==> src/rtl/mem_arb_pkg.sv <==
// Shared types and constants for the round-robin memory arbiter.
package mem_arb_pkg;

  localparam int MEM_ADDR_W = 16;
  localparam int MEM_DATA_W = 16;

  typedef struct packed {
    logic                  we;
    logic [MEM_ADDR_W-1:0] addr;
    logic [MEM_DATA_W-1:0] wdata;
  } mem_cmd_t;

  typedef enum logic {
    IDLE   = 1'b0,
    ACCESS = 1'b1
  } mem_arb_state_e;

endpackage

==> src/rtl/rr_arbiter.sv <==
// Combinational round-robin pick: searches from ptr+1 upward (wrapping) for
// the first requester that is both requesting and not masked.
module rr_arbiter #(
  parameter int NUM_REQ = 4,
  parameter int IDX_W   = 2
) (
  input  logic [NUM_REQ-1:0] req,
  input  logic [NUM_REQ-1:0] mask,
  input  logic [IDX_W-1:0]   ptr,
  output logic [NUM_REQ-1:0] gnt,
  output logic [IDX_W-1:0]   idx,
  output logic               found
);

  int cand;

  always_comb begin
    gnt   = '0;
    idx   = '0;
    found = 1'b0;
    cand  = 0;
    for (int k = 1; k <= NUM_REQ; k++) begin
      if (!found) begin
        cand = (int'(ptr) + k) % NUM_REQ;
        if (req[cand] && mask[cand]) begin
          found     = 1'b1;
          gnt[cand] = 1'b1;
          idx       = IDX_W'(cand);
        end
      end
    end
  end

endmodule

==> src/rtl/mem_arbiter.sv <==
// Round-robin arbiter sharing one single-port memory among NUM_REQ requesters.
// Optional MEM_ARB_TURNAROUND_EN inserts an idle cycle on every read/write direction change.
module mem_arbiter
  import mem_arb_pkg::*;
#(
  parameter int NUM_REQ = 4,
  parameter int ADDR_W  = MEM_ADDR_W,
  parameter int DATA_W  = MEM_DATA_W
) (
  input  logic                      clk,
  input  logic                      reset_n,
  input  logic [NUM_REQ-1:0]        req,
  input  logic [NUM_REQ-1:0]        req_we,
  input  logic [NUM_REQ*ADDR_W-1:0] req_addr,
  input  logic [NUM_REQ*DATA_W-1:0] req_wdata,
  output logic [NUM_REQ-1:0]        gnt,
  output logic [NUM_REQ-1:0]        rvalid,
  output logic [DATA_W-1:0]         rdata,
  output logic [ADDR_W-1:0]         mem_addr,
  output logic                      mem_rd,
  output logic                      mem_wr,
  output logic [DATA_W-1:0]         mem_wdata,
  input  logic [DATA_W-1:0]         mem_rdata
);

  localparam int IDX_W = $clog2(NUM_REQ);

  mem_arb_state_e     state;
  logic [IDX_W-1:0]   ptr;
  logic [IDX_W-1:0]   tag;
  logic [IDX_W-1:0]   win_idx;
  logic [NUM_REQ-1:0] mask;
  logic [NUM_REQ-1:0] arb_gnt;
  logic               win_found;
  logic               transfer;
  mem_cmd_t           sel_cmd;

`ifdef MEM_ARB_TURNAROUND_EN
  // Only requesters matching the direction already on the bus may follow it.
  always_comb begin
    mask = '1;
    if (state == ACCESS) mask = ~(req_we ^ {NUM_REQ{mem_wr}});
  end
`else
  assign mask = '1;
`endif

  rr_arbiter #(
    .NUM_REQ(NUM_REQ),
    .IDX_W  (IDX_W)
  ) u_rr (
    .req  (req),
    .mask (mask),
    .ptr  (ptr),
    .gnt  (arb_gnt),
    .idx  (win_idx),
    .found(win_found)
  );

  assign gnt      = reset_n ? arb_gnt : '0;
  assign transfer = reset_n && win_found;

  always_comb begin
    sel_cmd.we    = req_we[win_idx];
    sel_cmd.addr  = MEM_ADDR_W'(req_addr[win_idx*ADDR_W +: ADDR_W]);
    sel_cmd.wdata = MEM_DATA_W'(req_wdata[win_idx*DATA_W +: DATA_W]);
  end

  always_ff @(posedge clk or negedge reset_n) begin
    if (!reset_n) begin
      state     <= IDLE;
      ptr       <= IDX_W'(NUM_REQ - 1);
      tag       <= '0;
      mem_addr  <= '0;
      mem_wdata <= '0;
      mem_rd    <= 1'b0;
      mem_wr    <= 1'b0;
    end else if (transfer) begin
      state     <= ACCESS;
      ptr       <= win_idx;
      tag       <= win_idx;
      mem_addr  <= ADDR_W'(sel_cmd.addr);
      mem_wdata <= DATA_W'(sel_cmd.wdata);
      mem_rd    <= ~sel_cmd.we;
      mem_wr    <= sel_cmd.we;
    end else begin
      state  <= IDLE;
      mem_rd <= 1'b0;
      mem_wr <= 1'b0;
    end
  end

  // Read data is captured at the edge closing the ACCESS cycle and returned to its tag owner.
  always_ff @(posedge clk or negedge reset_n) begin
    if (!reset_n) begin
      rvalid <= '0;
      rdata  <= '0;
    end else begin
      rvalid <= '0;
      if (state == ACCESS && mem_rd) begin
        rvalid <= {{(NUM_REQ-1){1'b0}}, 1'b1} << tag;
        rdata  <= mem_rdata;
      end
    end
  end

endmodule

==> config.mk <==
export PLATFORM = sky130hd
export DESIGN_NAME = mem_arbiter
export DESIGN_NICKNAME = d
export VERILOG_FILES = /design/src/rtl/mem_arb_pkg.sv /design/src/rtl/rr_arbiter.sv /design/src/rtl/mem_arbiter.sv
export SDC_FILE = /design/constraint.sdc
export NUM_CORES = 1
export LEC_CHECK = 0
export BUFFER_PORTS_ARGS = -buffer_cell sky130_fd_sc_hd__buf_2
export CELL_PAD_IN_SITES_DETAIL_PLACEMENT = 0
export CELL_PAD_IN_SITES_GLOBAL_PLACEMENT = 1
export CORE_UTILIZATION = 34
export CTS_CLUSTER_SIZE = 25
export DETAILED_ROUTE_END_ITERATION = 12
export PLACE_DENSITY_LB_ADDON = 0.1
export SKIP_LAST_GASP = 1
export SYNTH_ARGS = -nofsm -noshare
export SYNTH_HDL_FRONTEND = slang
export SYNTH_SLANG_ARGS = --single-unit
==> constraint.sdc <==
create_clock -name clk -period 5.3 [get_ports clk]
set_input_delay 1.325 -clock clk [delete_from_list [all_inputs] [get_ports clk]]
set_output_delay 1.325 -clock clk [all_outputs]
set_load 0.05 [all_outputs]
==> results.toml <==
[outcome]
status = "finished clean"

[sta]
totalNegativeSetupSlack_ns = 0
fin_crit_ns = 4.68
fmax_mhz = 214
relSlewSlack_pct = 37.6
maxSlewViolCount = 0
rsz0062_at_grt = "false"
finalCritPeriodShare_pct = 88.3
fin_skew_ns = 0.00894
setup_viol = 0
finalHoldViolations = 0
worstMarginPinSlew_ns = 0.933

[final_layout]
final_core_util_pct = 46.7
area_growth_pct = 33.6
nNetsFinal = 767
antenna_cells = 0
drive_gt1_share_pct = 46.7
fillers = 1160

[clock_network]
post_cts_buffers = 0
cts_root_buf = "clkbuf_16"
clock_latency_ns = 0.33
clk_pin_slew_ns = 0.05
cts_buffers = 9
cts_tree = "done"
htreeDepth = 3
postCtsHoldBufs = 0
clockBufferDepth = 2
clock_sinks = 59
ctsResizeCount = 0

[power]
net-switching-power_mw = 2.39
power_mw = 4.57
p_leak_nw = 2.63
power_density_nw_per_um2 = 814
intPower_mw = 2.18
pwr-share-seq_pct = 18.1
switching_share_pct = 52.4
ir_drop_mv = 0.408
p_clk_share_pct = 14.1
p_comb_share_pct = 67.7

[floorplanning]
core_area_sq_um = 12000
ios = 212
dieArea_sq_um = 12800
start_util_pct = 35.0
rows = 40
dieHeight_um = 113
fp.dieW_um = 113

[route]
wirelength_um = 12900
drc_errors = 0
routedWlPerCell_um = 17.1
vias = 4062
ant_nets = 0
routed_via_density = 5.37
drt_iter0_drc = 144
drtPass1Iterations = 4

[worst_setup_path]
critPathBufInv = 2
path_class = "flop to primary output"
cp.required_ns = 3.97
end_kind = "primary output"
startpoint_type = "flop"
critPathMaxFanout = 18
slowest_stage = "dfstp_2"
slowest_delay_ns = 0.77
cpLargestDelayFamily = "flip-flops"
path_cells = "inv_1, ha_1, mux4_2, or2_2, nor2b_1, a22oi_1, o21ai_0, and2_1, buf_2"
crit_arrival_ns = 3.35

[global_routing]
grt_overflow = 0
antenna_found_initial = 1
grt_pass1_vias = 3958
grt_util_all_layers_pct = 20.5
grt_max_degree = 48
grt_pass1_wl_um = 20400

[synth]
synth_area_sq_um = 4200
synth_top_cell_area_share_pct = 33.9
yosys.cell_count.top_type = "dfrtp_1"
avgSynthCellArea_sq_um = 10.1
netlist_top_cells_count = "dfrtp_1 (57), mux2i_1 (38), nor2_1 (36), a211oi_1 (32), and3_1 (32)"
syn_nets = 580
synthArstFlopShare_pct = 100
synth_edf_count = 0
synth-seq-area-share_pct = 35.2
yosysTopAreaCell = "dfrtp_1"
ys_ff_latch = 59
ys_warn_count = 0
ys_top_cells_by_area = "dfrtp_1 (34%), mux2i_1 (9.1%), a211oi_1 (5.7%), a211oi_2 (5.4%), mux2_2 (4.8%)"
synth_cell_types = 43
syn_inst = 418
synth_ff_type = "dfrtp_1"

[placement]
gp_congestion = 0.780
hpwlAfterDp_um = 8900
numPortBuffers = 211

[flow_run]
drv_cap = 0

[hold_path]
min_path_type = "flop to flop"
-- worst paths after layout --
check	start	endpoint	slack [ns]	depth (start not counted)
setup / recovery	ptr[0]	gnt[1]	0.62	9
hold reg to reg	rdata[15]	rdata[15]	0.50	1
setup reg to reg	ptr[0]	mem_addr[10]	1.33	10
max in group asynchronous	reset_n	mem_wdata[9]	3.32	2
min in group asynchronous	reset_n	mem_addr[12]	1.04	1
hold / removal	rdata[15]	rdata[15]	0.50	1
-- power groups by stage --
stage	clock network, mW	registers [mW]	logic, mW
floorplan	0	1.50	1.84
global placement	0	0.824	3.09
detailed placement	0	0.834	3.13
CTS	0.662	0.831	3.13
global route	0.680	0.861	3.35
finish	0.646	0.828	3.09
-- cell families (layout without fill, tap and decap cells) --
group | count (synthesis) | after routing | share of synthesized area (%)
buffers and inverters | 45 | 237 | 5.57
AOI/OAI and AO/OA | 138 | 138 | 27.1
and+or+nand+nor | 107 | 107 | 13.5
adders and majority gates | 8 | 8 | 2.38
DFF | 59 | 59 | 35.2
xor gates and xnor gates | 1 | 1 | 0.208
muxes | 60 | 60 | 16.0
-- cell usage in the layout, fill, tap and decap left out, types with 3 or more instances in the layout --
cell type | Yosys | layout
a22oi_1 | 9 | 9
mux2_2 | 18 | 18
a211oi_2 | 18 | 18
mux2i_1 | 38 | 38
buf_2 | 10 | 211
inv_1 | 3 | 3
nand2_1 | 5 | 5
o31ai_1 | 14 | 14
and2_1 | 5 | 5
o21a_1 | 18 | 18
ha_1 | 8 | 8
o221ai_1 | 18 | 18
o21ai_0 | 6 | 6
and3_1 | 32 | 32
a211oi_1 | 32 | 32
clkbuf_16 | 0 | 9
nor3_1 | 15 | 15
a21boi_0 | 14 | 14
nor2_1 | 36 | 36
dfrtp_1 | 57 | 57
mux4_2 | 4 | 4
nor2b_1 | 3 | 3
buf_4 | 4 | 6
-- stage by stage --
stage	hold slack, ns	cell area (sq um)	instances	setup slack, ns
after global routing	0.511	5610	757	0.343
final	0.496	5610	757	0.621
after global placement	0.481	5280	741	0.737
after detailed placement	0.487	5280	741	0.662
after CTS	0.499	5610	757	0.617
after floorplan	0.458	4200	418	0.413
-- area by class of cell --
cell class / count / area [sq um] / share of cell area (%)
Inverter: 4 / 15.0 / 0.267
Sequential cell: 59 / 1480 / 26.3
Clock buffer: 12 / 256 / 4.57
Multi-Input combinational cell: 314 / 2500 / 44.6
Timing Repair Buffer: 217 / 1100 / 19.6
Tap cell: 147 / 184 / 3.28
Clock inverter: 4 / 72.6 / 1.29
-- sequential cells by signal, summed over array words and instances (netlist names) --
name,flops
rdata,16
rvalid,4
mem_rd,1
mem_wdata,16
ptr,2
state,1
mem_wr,1
tag,2
mem_addr,16
-- per-layer routing --
layer	GRT usage, %	wire length, um
met1	24.9	5430
met2	35.2	6340
met3	5.20	924
met4	7.46	206
met5	0	12
Note: power is estimated with default switching activity, not from simulation.
